<file path="src/rtl/mac_array_ctrl.sv">
// mac_array_ctrl: loads one input matrix, runs the MAC array for a full pass and writes
// each result group to the result RAM; a compute watchdog parks the controller in ERR.
module mac_array_ctrl #(
  parameter int LOAD_WORDS  = 8,
  parameter int RES_PER_MAT = 4,
  parameter int AW          = 4,
  parameter int TIMEOUT     = 40
) (
  input  logic                          i_clk,
  input  logic                          i_rst,
  input  logic                          i_start,
  input  logic                          i_clear_err,
  input  logic                          i_in_valid,
  output logic                          o_in_ready,
  output logic                          o_load_en,
  output logic [$clog2(LOAD_WORDS)-1:0] o_load_cnt,
  output logic                          o_alu_en,
  input  logic                          i_alu_web,
  input  logic                          i_alu_done,
  output logic                          o_ram_we,
  output logic [AW-1:0]                 o_ram_addr,
  output logic                          o_busy,
  output logic                          o_done,
  output logic                          o_err
);

  localparam int LCW = $clog2(LOAD_WORDS);
  localparam int WCW = $clog2(RES_PER_MAT + 1);
  localparam int WDW = $clog2(TIMEOUT);

  localparam logic [LCW-1:0] LD_LAST   = LCW'(LOAD_WORDS - 1);
  localparam logic [WCW-1:0] WR_MAX    = WCW'(RES_PER_MAT);
  localparam logic [WDW-1:0] WD_LAST   = WDW'(TIMEOUT - 1);
  localparam logic [AW-1:0]  BASE_STEP = AW'(RES_PER_MAT);

  typedef enum logic [2:0] {
    S_IDLE    = 3'd0,
    S_LOAD    = 3'd1,
    S_COMPUTE = 3'd2,
    S_FINISH  = 3'd3,
    S_ERR     = 3'd4
  } state_t;

  state_t         r_state;
  state_t         w_next_state;
  logic [LCW-1:0] r_ld_cnt;
  logic [WCW-1:0] r_wr_cnt;
  logic [WDW-1:0] r_wd;
  logic [AW-1:0]  r_base;
  logic           r_in_ready;
  logic           r_alu_en;
  logic           r_busy;
  logic           r_done;
  logic           r_err;
  logic           w_load_en;
  logic           w_ram_we;
  logic           w_wd_expired;

  // Write strobes stay combinational so a beat or result group is taken in its own cycle.
  assign w_load_en    = r_in_ready & i_in_valid;
  assign w_ram_we     = (r_state == S_COMPUTE) & i_alu_web & (r_wr_cnt < WR_MAX);
  assign w_wd_expired = (r_wd == WD_LAST);

  // Next-state decode; alu_done is tested before the watchdog so a late pass still finishes.
  always_comb begin
    w_next_state = r_state;
    case (r_state)
      S_IDLE: begin
        if (i_start) begin
          w_next_state = S_LOAD;
        end else begin
          w_next_state = S_IDLE;
        end
      end
      S_LOAD: begin
        if (w_load_en && (r_ld_cnt == LD_LAST)) begin
          w_next_state = S_COMPUTE;
        end else begin
          w_next_state = S_LOAD;
        end
      end
      S_COMPUTE: begin
        if (i_alu_done) begin
          w_next_state = S_FINISH;
        end else if (w_wd_expired) begin
          w_next_state = S_ERR;
        end else begin
          w_next_state = S_COMPUTE;
        end
      end
      S_FINISH: begin
        w_next_state = S_IDLE;
      end
      S_ERR: begin
        if (i_clear_err) begin
          w_next_state = S_IDLE;
        end else begin
          w_next_state = S_ERR;
        end
      end
      default: begin
        w_next_state = S_IDLE;
      end
    endcase
  end

  // State register plus status flags registered from the next state, so they track r_state.
  always_ff @(posedge i_clk or posedge i_rst) begin
    if (i_rst) begin
      r_state    <= S_IDLE;
      r_in_ready <= 1'b0;
      r_alu_en   <= 1'b0;
      r_busy     <= 1'b0;
      r_done     <= 1'b0;
      r_err      <= 1'b0;
    end else begin
      r_state    <= w_next_state;
      r_in_ready <= (w_next_state == S_LOAD);
      r_alu_en   <= (w_next_state == S_COMPUTE);
      r_busy     <= (w_next_state != S_IDLE);
      r_done     <= (w_next_state == S_FINISH);
      r_err      <= (w_next_state == S_ERR);
    end
  end

  // Load/write counters, watchdog and the rolling result base address.
  always_ff @(posedge i_clk or posedge i_rst) begin
    if (i_rst) begin
      r_ld_cnt <= '0;
      r_wr_cnt <= '0;
      r_wd     <= '0;
      r_base   <= '0;
    end else begin
      case (r_state)
        S_IDLE: begin
          r_ld_cnt <= '0;
          r_wr_cnt <= '0;
          r_wd     <= '0;
        end
        S_LOAD: begin
          if (w_load_en) begin
            r_ld_cnt <= (r_ld_cnt == LD_LAST) ? '0 : r_ld_cnt + LCW'(1);
          end
        end
        S_COMPUTE: begin
          r_wd <= r_wd + WDW'(1);
          if (w_ram_we) begin
            r_wr_cnt <= r_wr_cnt + WCW'(1);
          end
        end
        S_FINISH: begin
          r_base <= r_base + BASE_STEP;
        end
        default: begin
          r_base <= r_base;
        end
      endcase
    end
  end

  assign o_in_ready = r_in_ready;
  assign o_load_en  = w_load_en;
  assign o_load_cnt = r_ld_cnt;
  assign o_alu_en   = r_alu_en;
  assign o_ram_we   = w_ram_we;
  assign o_ram_addr = r_base + AW'(r_wr_cnt);
  assign o_busy     = r_busy;
  assign o_done     = r_done;
  assign o_err      = r_err;

endmodule
</file>
<file path="config.mk">
export PLATFORM = sky130hd
export DESIGN_NAME = mac_array_ctrl
export DESIGN_NICKNAME = d
export VERILOG_FILES = /design/src/rtl/mac_array_ctrl.sv
export SDC_FILE = /design/constraint.sdc
export NUM_CORES = 1
export LEC_CHECK = 0
export CAP_MARGIN = 20
export CELL_PAD_IN_SITES_DETAIL_PLACEMENT = 0
export CELL_PAD_IN_SITES_GLOBAL_PLACEMENT = 1
export CORE_ASPECT_RATIO = 1.2
export CORE_MARGIN = 1.5
export CORE_UTILIZATION = 41
export CTS_BUF_LIST = sky130_fd_sc_hd__clkbuf_16
export CTS_CLUSTER_SIZE = 20
export DETAILED_ROUTE_END_ITERATION = 7
export PLACE_DENSITY_LB_ADDON = 0.3
export SLEW_MARGIN = 0
export SYNTH_ARGS = -nofsm -noshare
export SYNTH_HDL_FRONTEND = slang
export SYNTH_SLANG_ARGS = --single-unit
</file>
<file path="constraint.sdc">
create_clock -name i_clk -period 4.05 [get_ports i_clk]
set_clock_uncertainty 0.1 [all_clocks]
set_input_delay 0.81 -clock i_clk [delete_from_list [all_inputs] [get_ports i_clk]]
set_output_delay 0.81 -clock i_clk [all_outputs]
set_load 0.02 [all_outputs]
</file>
* Word-level counts from Yosys, hierarchy flattened
Index checks and enable logic that the tools add are counted. Widths: inputs -> output; s select.
Operators by class: add/sub/neg operators 5, magnitude comparators 1, equality and inequality tests 12, mux-type cells 12, bitwise logic cells 3, reductions and logical operators 7
Operators with widths (number):
- $mux 3 | 6
- $eq 3x2->1 const B | 4
- $pmux 3 s2 | 2
- $pmux 3 s4 | 1
- $pmux 6 s2 | 1
- $eq 3x3->1 const B | 3
- $add 3x1->3 const B | 2
- $add 6x1->6 const B | 1
- $eq 3x1->1 const B | 2
- $eq 6x6->1 const B | 1
- $add 4x3->4 | 1
- $add 4x3->4 const B | 1
- $ne 2x2->1 const B | 2
- $reduce_and 2->1 | 2
- $reduce_bool 2->1 | 2
- $and 1x1->1 | 3
- $logic_not 3->1 | 1
- $lt 3x3->1 const B | 1
- $reduce_bool 3->1 | 1
- $mux 2 | 1
- $logic_and 1x1->1 | 1
- $mux 1 | 1
Word-level totals: flip-flop bits (word level) 24, output and inout port bits 14, logic and storage cells 50

* Depth between registers and ports, before layout
Gate-level depths: netlist (run 1).
word-level depth 5, mapped depth 6

* Worst setup path after synthesis (run 1)
Ideal clock, no wire load.
path type register to output, start reg r_state[0], end out o_ram_we, arrival time 1.186 ns, slack 1.954 ns, stages on the path, launching flop included 5, buffers on the path 1, path through dfrtp_1 buf_2 nor2_1 nand4b_1 inv_1
Between the ends: cells in the longest elaborated chain, start to end 3
RTL lines:
- start: declaration | line 44 | state_t r_state;
- start signal: assignment | line 117 | r_state <= w_next_state;
- $eq 3x2->1 | line 61 | assign w_ram_we = (r_state == S_COMPUTE) & i_alu_web & (r_wr_cnt < WR_MAX);
- $and 1x1->1 (2 in a row) | line 61
- end: declaration | line 20 | output logic o_ram_we,
No other way between the ends.

* Final worst setup path (run 1)
start in i_alu_web, end out o_ram_we
Between the ends: cells in the longest elaborated chain, start to end 2
RTL lines:
- start: declaration | line 18 | input logic i_alu_web,
- $and 1x1->1 (2 in a row) | line 61
No other way between the ends.

==> out/qor.csv, run 1 <==
stage;metric;value;unit
route;1st-iter DRT viols;9;
synth;Yosys top cell area share;50.40;%
global_route;initial antenna violation count;0;
synth;Synth warnings;0;
route;vias per cell;5.208;
setup_path;Worst EP required;3.14;ns
global_route;GRT Total Usage;14.98;%
synth;Yosys reg bits;22;
placement;Final Wtd Congestion;0.6893;
cells_and_area;ANT cells;0;
synth;sequential element share of the synthesized area;50.40;%
setup_path;maximum fanout along the worst path;5;
floorplan;Rows;20;
setup_path;R2R depth;5;
pwr;Comb pwr share;26.2;%
setup_path;Crit path max-delay family;buffers and inverters;
min_path;Endpoint, Worst Hold;r_base[2];
clock_network;# hold bufs at CTS;0;
setup_path;CP Capture Type;output pin;
route;Routed Antenna Nets;0;
floorplan;I/O pin count;21;
floorplan;Initial Util;43.22;%
clock_network;post-cts resize count;0;
synth;post-synth design cell area;1092;um^2
global_route;GR Overflow Total;0;
timing;fin. max-slew vios;0;
setup_path;capture point of the worst reg-to-reg path;o_busy;
synth;Post-synth top cells;dfrtp_1, nand2_1, nor2_1;
synth;syn_area_per_cell;10.11;um^2
min_path;worst min-delay path class;reg2reg;
clock_network;CTS tree;built;
clock_network;clk buf depth;2;
pwr;Power Dens Cells;547.5;nW/um^2
pwr;Psw;222.2;uW
pwr;leakage power;0.0006141;uW
global_route;largest net degree at the start of global routing;23;
setup_path;CP max-delay cell;clkdlybuf4s50_1;
floorplan;Die ar.;2984;um^2
synth;number of flops mapped to enable cells by yosys;0;
floorplan;core area;2527;um^2
cells_and_area;Fillers;235;
setup_path;cell count along the critical path;4;
synth;syn_nets;120;
clock_network;Num CTS Buffers;3;
synth;Synth area leaders;dfrtp_1, ha_1, o21ai_0, nand2_1, nor2_1;
clock_network;H-tree depth;1;
setup_path;CP arrival;2.15;ns
route;DR pass1 iterations;2;
timing;min Tclk post-route;3.060;ns
timing;hold_ws;0.3966;ns
pwr;Reg power frac;37.8;%
timing;RSZ-0062 raised after global routing;no;
pwr;Cell Int Power;543.6;uW
floorplan;Die Wd;50.12;um
outcome;result of the run;finished clean;
timing;Achievable Freq;326.8;MHz
clock_network;clk sink count;22;
setup_path;worst path cell trace;clkdlybuf4s50_1 > nand4b_1 > inv_1 > clkdlybuf4s50_1;
floorplan;die height;59.54;um
timing;Hold Violations, Final;0;
setup_path;Worst R2R Setup Slack;2.27;ns
synth;Synth async-reset ratio;100.0;%
placement;post-DP HPWL;1399;um
setup_path;CP peak stage delay;0.60;ns
setup_path;crit path launch type;primary input;
cells_and_area;layout cells sized above 1;8.730;%
flow_run;max-cap violations;0;
min_path;hold path depth;1;
setup_path;worst reg2reg startpoint;r_wd[0];
cells_and_area;Util after Layout;55.35;%
pwr;part of the power in the clock network;36.0;%
synth;Post-Synthesis Cells;108;
timing;max_slew headroom;45.13;%
route;WL per Instance;12.42;um
route;DRC Markers;0;
synth;area leader, netlist;dfrtp_1;
timing;setup_tns;0;ns
global_route;global-route wire length before repair;3360;um
clock_network;Setup Fix Bufs, Post-CTS;0;
cells_and_area;final net count;139;
cells_and_area;Area Overhead vs Synth;28.06;%
synth;top-count cell post-synth;dfrtp_1;
timing;Slew @ Worst Pin;0.8222;ns
placement;PortBufs;20;
min_path;min-delay src;r_base[2];
setup_path;most used cell, CP;clkdlybuf4s50_1;
setup_path;crit path buf inv count;3;
clock_network;Clk pin slew, worst setup/hold paths;0.06;ns
pwr;switching part of the total;29.02;%
clock_network;Root Driver;clkbuf_16;
pwr;maximum VDD drop;0.0003269;V
synth;Synth cell types;35;
global_route;vias in the first global route;763;
clock_network;Skew-Pair Late Insertion Delay;0.25;ns
route;drt total wl;1974;um
timing;part of the cycle the worst path needs;75.55;%
timing;final setup fails;0;
synth;Top FF cell, synth;dfrtp_1;
setup_path;critical path type;in2out;
route;vias post-DR;828;
## kinds of logic (layout without fill, tap and decap cells)
family,after synthesis,after routing,synth area share (%)
compound gates,24,24,14.55
xor+xnor,3,3,2.406
fa+ha+maj,5,5,5.727
buf+inv,12,30,5.726
flops,22,22,50.40
mux,3,3,2.864
simple gates,39,39,18.33
## flip-flops by register name, indices dropped and copies added (netlist names)
name,flops
o_alu_en,1
o_busy,1
o_done,1
o_err,1
o_in_ready,1
o_load_cnt,3
r_base,2
r_state,3
r_wd,6
r_wr_cnt,3
## how the worst max path moves through the flow
stage / startpoint / endpoint / slack [ns]
after floorplan: r_state[0] / o_ram_we / 1.95
after global placement: i_alu_web / o_ram_we / 1.00
after detailed placement: i_alu_web / o_ram_we / 0.98
after CTS: i_alu_web / o_ram_we / 0.98
after global routing: i_alu_web / o_ram_we / 0.91
final: i_alu_web / o_ram_we / 0.99
## power groups by stage
stage,Combinational (uW),Sequential [uW],Clock (uW)
3_3_place_gp,204,292,0
2_1_floorplan,116,302,0
3_5_place_dp,204,293,0
6_report,201,289,276
5_1_grt,222,294,291
4_1_cts,205,289,283
## stage by stage
step                      power [uW]  std cells  setup slack, ns  instance area [um^2]
after floorplan                417.4        108            1.954                  1092
after global placement         496.2        155            1.004                  1294
after detailed placement       496.9        155           0.9820                  1294
final                          765.8        159           0.9901                  1399
after global routing           806.9        159           0.9118                  1399
after CTS                      777.0        159           0.9833                  1399
## layout make-up
class / instances / area [um^2] / share of cell area (%)
clock buffer: 3 / 75.07 / 5.367
clock inverter: 1 / 30.03 / 2.147
inverter: 6 / 22.52 / 1.610
multi-input combinational: 74 / 479.2 / 34.26
sequential: 22 / 550.5 / 39.36
tap: 33 / 41.29 / 2.952
timing repair buffer: 20 / 200.2 / 14.31
## per-layer routing
metal	GRT usage (%)	vias up	share of wire, %
met5	0	-	0
met4	8.333	0	0.96
met3	2.778	2	2.9
met2	23.50	11	49
met1	19.51	403	47
li1	-	412	-
## placed cells by master, fill, tap and decap left out, drive strengths merged, types with 3 or more instances in the layout
master and n:
clkdlybuf4s50 20, nor3 4, nor2 10, clkbuf 3
ha 5, a21oi 4, inv 6, nand3 4
o21ai 10, nand2 12, dfrtp 22
## worst reg2reg max path, cell delays in order (launching register included)
cell and delay [ns]:
dfrtp_1 0.41, ha_1 0.26, and4b_1 0.22, a22oi_1 0.23
nor2_1 0.11, or3_1 0.33
Note: power is estimated with default switching activity, not from simulation.
==> inputs of run 2 (changes only) <==
CORE_UTILIZATION = 35   (was 41)
clock period = 2.8 ns   (was 4.05 ns; I/O delays follow)
==> run 2 against run 1 <==
Compared with the run above: highest routed layer unchanged; largest power group unchanged; combinational power is 69% higher; critical path type unchanged; non-clock buffer count increased by 5; power up 36%; register-to-register slack worse by 1.2 ns; routed wire length grew 13%; clock power rose by 10%; sequential share of layout area is 0.42 points lower.
==> out/qor.csv, run 2 (synthesized netlist as in run 1, its figures left out) <==
stage;metric;value;unit;change
floorplan;die height;64.20;um;+7.8%
timing;hold_ws;0.3915;ns;-0.005166 ns
cells_and_area;Biggest register;r_wd;;
cells_and_area;commonest cells after routing, fill and taps aside;dfrtp_1, clkdlybuf4s50_1, nand2_1;;
setup_path;Worst R2R Setup Slack;1.04;ns;-1.23 ns
timing;RSZ-0062 raised after global routing;no;;
route;drt total wl;2240;um;+13%
clock_network;Root Driver;clkbuf_16;;
cells_and_area;max reg flops;6;;unchanged
floorplan;Initial Util;36.07;%;-7.1 points
timing;Slew @ Worst Pin;0.3985;ns;-0.4237 ns
setup_path;crit path launch type;primary input;;
timing;final setup fails;0;;unchanged
clock_network;# hold bufs at CTS;0;;unchanged
route;Routed Antenna Nets;0;;unchanged
timing;max_slew headroom;72.75;%;+28 points
setup_path;worst reg2reg startpoint;r_wd[0];;
floorplan;Die ar.;3466;um^2;+16%
clock_network;Setup Fix Bufs, Post-CTS;0;;unchanged
clock_network;post-cts resize count;0;;unchanged
route;DR pass1 iterations;4;;+2
setup_path;crit path from;i_alu_web;;
clock_network;clk buf depth;2;;unchanged
setup_path;crit path to;o_ram_we;;
route;vias post-DR;848;;+2.4%
clock_network;Clk pin slew, worst setup/hold paths;0.06;ns;about the same
floorplan;Rows;22;;+10%
global_route;global-route wire length before repair;3857;um;+15%
timing;Achievable Freq;390.3;MHz;
placement;Final Wtd Congestion;0.7404;;+7.4%
pwr;maximum VDD drop;0.0004585;V;+40%
route;DRC Markers;0;;unchanged
outcome;result of the run;finished clean;;
setup_path;maximum fanout along the worst path;5;;unchanged
clock_network;H-tree depth;1;;unchanged
min_path;worst min-delay path class;reg2reg;;
cells_and_area;most common cell after layout, fill and taps aside;dfrtp_1;;
route;WL per Instance;13.41;um;+8.0%
route;1st-iter DRT viols;10;;+1
cells_and_area;ANT cells;0;;unchanged
setup_path;CP arrival;1.90;ns;-0.25 ns
clock_network;clk sink count;22;;unchanged
placement;PortBufs;20;;unchanged
global_route;vias in the first global route;840;;+10%
global_route;GR Overflow Total;0;;unchanged
timing;fin. max-slew vios;0;;unchanged
min_path;min-delay src;r_base[3];;
timing;Hold Violations, Final;0;;unchanged
pwr;leakage power;0.0006269;uW;+2.1%
clock_network;Skew-Pair Late Insertion Delay;0.26;ns;about the same
route;vias per cell;5.078;;-2.5%
floorplan;Die Wd;54.00;um;+7.7%
cells_and_area;Area Overhead vs Synth;29.44;%;
timing;part of the cycle the worst path needs;91.50;%;
floorplan;I/O pin count;21;;unchanged
setup_path;R2R depth;5;;unchanged
placement;post-DP HPWL;1618;um;+16%
global_route;GRT Total Usage;15.48;%;+0.50 points
clock_network;CTS tree;built;;
setup_path;critical path type;in2out;;
timing;setup_tns;0;ns;unchanged
setup_path;CP Capture Type;output pin;;
flow_run;max-cap violations;0;;unchanged
timing;min Tclk post-route;2.562;ns;
pwr;Power Dens Cells;738.3;nW/um^2;+35%
cells_and_area;layout cells sized above 1;11.45;%;+2.7 points
setup_path;Worst EP required;2.14;ns;-1.00 ns
clock_network;Num CTS Buffers;3;;unchanged
cells_and_area;final net count;144;;+3.6%
floorplan;core area;3028;um^2;+20%
setup_path;capture point of the worst reg-to-reg path;o_busy;;
global_route;initial antenna violation count;0;;unchanged
global_route;largest net degree at the start of global routing;23;;unchanged
## run 2: cell types whose count changed in the layout (fill, tap and decap cells not counted), sizes merged
cell    previous run  this run
clkinv             0         1
buf                0         5
bufinv             1         0
## run 2: worst max-delay path, cell delays in order
cell	delay (ns)
clkdlybuf4s50_1	0.48
nand4b_1	0.18
inv_1	0.09
clkdlybuf4s50_1	0.59
## run 2: layout make-up
class / count / area (um^2)
Fill cell: 310 / 1614
Inverter: 6 / 22.52
Timing Repair Buffer: 25 / 237.7
Tap cell: 36 / 45.04
Clock inverter: 1 / 3.754
Clock buffer: 3 / 75.07
Sequential cell: 22 / 550.5
Multi-Input combinational cell: 74 / 479.2
## run 2: routing by layer
layer  global-route usage (%)  share of wire (%)  up-vias
met2                    25.61                 53       13
met3                    2.336                2.6        4
met5                        0                  0        -
met1                    18.59                 43      405
li1                         -                  -      426
met4                    8.438                1.5        0
## run 2: how the worst min path moves through the flow
stage           endpoint  slack, ns  cells after the start
2_1_floorplan  r_base[3]       0.36                      1
3_3_place_gp   r_base[3]       0.38                      1
3_5_place_dp   r_base[3]       0.39                      1
4_1_cts        r_base[3]       0.40                      1
5_1_grt        r_base[3]       0.42                      1
6_report       r_base[3]       0.39                      1
## run 2: power by group
part	leakage (uW)	switching, uW	internal, uW
Sequential	0.000286	35.9	365
Combinational	0.000303	184	155
Clock	0.0000385	114	191
Total	0.000627	333	711
## run 2: stage by stage
step	util, %	setup WS (ns)	power, uW	cell area, um^2	instances
6_report	46.69	0.2379	1044	1414	167
5_1_grt	46.69	0.1820	1104	1414	167
4_1_cts	46.69	0.2260	1059	1414	167
3_5_place_dp	44.09	0.2230	749.5	1335	163
3_3_place_gp	44.09	0.2608	739.7	1335	163
2_1_floorplan	-	0.9541	603.8	1092	108
==> inputs of run 3 (changes only) <==
CORE_MARGIN = 1   (was 1.5)
==> run 3 against run 2 <==
Compared with the run above: hold slack worse by 0.0071 ns; power decreased by 1.1%; clock power decreased by 4%; critical path depth unchanged; sequential cell count stayed put; maximum frequency up 0.11%; sequential power is essentially flat; cell count fell by 2.4%; register-to-register slack worse by 0.02 ns.
==> out/qor.csv, run 3 (synthesized netlist as in run 1, its figures left out) <==
stage;metric;value;unit;change
setup_path;CP peak stage delay;0.59;ns;about the same
clock_network;Root Driver;clkbuf_16;;
route;drt total wl;2139;um;-4.5%
timing;max_slew headroom;75.87;%;+3.1 points
setup_path;critical path type;in2out;;
placement;post-DP HPWL;1570;um;-3.0%
clock_network;Clk pin slew, worst setup/hold paths;0.06;ns;about the same
setup_path;most used cell, CP;clkdlybuf4s50_1;;
setup_path;crit path buf inv count;3;;unchanged
global_route;vias in the first global route;860;;+2.4%
setup_path;crit path launch type;primary input;;
cells_and_area;most common cell after layout, fill and taps aside;dfrtp_1;;
route;1st-iter DRT viols;14;;+4
timing;Hold Violations, Final;0;;unchanged
timing;min Tclk post-route;2.559;ns;-0.002932 ns
placement;PortBufs;20;;unchanged
route;vias post-DR;860;;+1.4%
timing;RSZ-0062 raised after global routing;no;;
cells_and_area;final net count;143;;-0.69%
setup_path;crit path to;o_ram_we;;
clock_network;Setup Fix Bufs, Post-CTS;0;;unchanged
setup_path;cell count along the critical path;4;;unchanged
timing;setup_tns;0;ns;unchanged
setup_path;Worst R2R Setup Slack;1.02;ns;-0.02 ns
outcome;result of the run;finished clean;;
cells_and_area;Biggest register;r_wd;;
setup_path;R2R depth;6;;+1
global_route;global-route wire length before repair;3933;um;+2.0%
setup_path;Worst EP required;2.14;ns;about the same
timing;Slew @ Worst Pin;0.3528;ns;-0.04572 ns
floorplan;Die ar.;3349;um^2;-3.4%
clock_network;Skew-Pair Late Insertion Delay;0.25;ns;about the same
clock_network;CTS tree;built;;
global_route;initial antenna violation count;0;;unchanged
cells_and_area;Area Overhead vs Synth;28.18;%;
pwr;leakage power;0.0006199;uW;-1.1%
cells_and_area;Util after Layout;48.44;%;+1.7 points
setup_path;worst reg2reg startpoint;o_load_cnt[0];;
pwr;maximum VDD drop;0.0004085;V;-11%
clock_network;H-tree depth;1;;unchanged
global_route;GR Overflow Total;0;;unchanged
setup_path;capture point of the worst reg-to-reg path;o_busy;;
route;Routed Antenna Nets;0;;unchanged
clock_network;clk sink count;22;;unchanged
cells_and_area;commonest cells after routing, fill and taps aside;dfrtp_1, clkdlybuf4s50_1, nand2_1;;
cells_and_area;max reg flops;6;;unchanged
setup_path;maximum fanout along the worst path;5;;unchanged
setup_path;crit path from;i_alu_web;;
setup_path;CP max-delay cell;clkdlybuf4s50_1;;
clock_network;# hold bufs at CTS;0;;unchanged
placement;Final Wtd Congestion;0.7099;;-4.1%
floorplan;core area;2890;um^2;-4.5%
route;DRC Markers;0;;unchanged
cells_and_area;layout cells sized above 1;10.85;%;-0.60 points
min_path;worst min-delay path class;reg2reg;;
clock_network;post-cts resize count;0;;unchanged
setup_path;CP arrival;1.90;ns;about the same
timing;part of the cycle the worst path needs;91.40;%;-0.10 points
floorplan;Die Wd;53.00;um;-1.9%
route;WL per Instance;13.12;um;-2.2%
cells_and_area;ANT cells;0;;unchanged
setup_path;Crit path max-delay family;buffers and inverters;;
placement;placed cells;160;;-1.8%
timing;final setup fails;0;;unchanged
floorplan;I/O pin count;21;;unchanged
flow_run;max-cap violations;0;;unchanged
clock_network;Num CTS Buffers;3;;unchanged
floorplan;die height;63.20;um;-1.6%
timing;Achievable Freq;390.8;MHz;+0.11%
route;vias per cell;5.276;;+3.9%
global_route;GRT Total Usage;15.76;%;+0.28 points
cells_and_area;Non-Filler Instances;163;;-2.4%
setup_path;CP Capture Type;output pin;;
route;DR pass1 iterations;4;;unchanged
timing;fin. max-slew vios;0;;unchanged
pwr;Power Dens Cells;737.4;nW/um^2;-0.12%
floorplan;Initial Util;37.79;%;+1.7 points
global_route;largest net degree at the start of global routing;23;;unchanged
floorplan;Rows;21;;-4.5%
setup_path;worst path cell trace;clkdlybuf4s50_1 > nand4b_1 > inv_1 > clkdlybuf4s50_1;;
clock_network;clk buf depth;2;;unchanged
run 3: changes by cell type in the layout (fill, tap and decap cells not counted), sizes merged:
cell    previous run  this run
clkinv             1         0
buf                5         4
run 3: metal layers:
| layer | GRT usage [%] | wire, um | vias up | share of wire, % |
|---|---|---|---|---|
| met5 | 0 | 0 | - | 0 |
| met4 | 6.908 | 31 | 0 | 1.4 |
| met3 | 2.174 | 45 | 4 | 2.1 |
| met2 | 25.79 | 1060 | 13 | 50 |
| met1 | 20.09 | 1001 | 418 | 47 |
| li1 | - | - | 425 | - |
run 3: per-stage QoR:
| step | cell area, um^2 | hold slack (ns) | setup slack (ns) | power, uW |
|---|---|---|---|---|
| 3_5_place_dp | 1325 | 0.3853 | 0.2309 | 750.5 |
| 4_1_cts | 1400 | 0.3929 | 0.2315 | 1049 |
| 2_1_floorplan | 1092 | 0.3639 | 0.9541 | 603.8 |
| 3_3_place_gp | 1325 | 0.3805 | 0.2607 | 738.5 |
| 5_1_grt | 1400 | 0.4141 | 0.1515 | 1101 |
| 6_report | 1400 | 0.3844 | 0.2409 | 1032 |
run 3: report_power, final:
group	switching (uW)	internal, uW
registers	37.3	365
clock network	103	188
logic	184	155
run 3: worst min-delay path by stage:
stage	from	to	slack, ns	depth (start not counted)
6_report	r_base[3]	r_base[3]	0.38	1
5_1_grt	r_base[2]	r_base[2]	0.41	1
4_1_cts	r_base[3]	r_base[3]	0.39	1
3_5_place_dp	r_base[3]	r_base[3]	0.39	1
3_3_place_gp	r_base[3]	r_base[3]	0.38	1
2_1_floorplan	r_base[3]	r_base[3]	0.36	1
run 3: layout make-up:
type                            count  area (um^2)
Inverter                            6        22.52
Tap cell                           34        42.54
Timing Repair Buffer               24        230.2
Sequential cell                    22        550.5
Fill cell                         291         1490
Clock buffer                        3        75.07
Multi-Input combinational cell     74        479.2
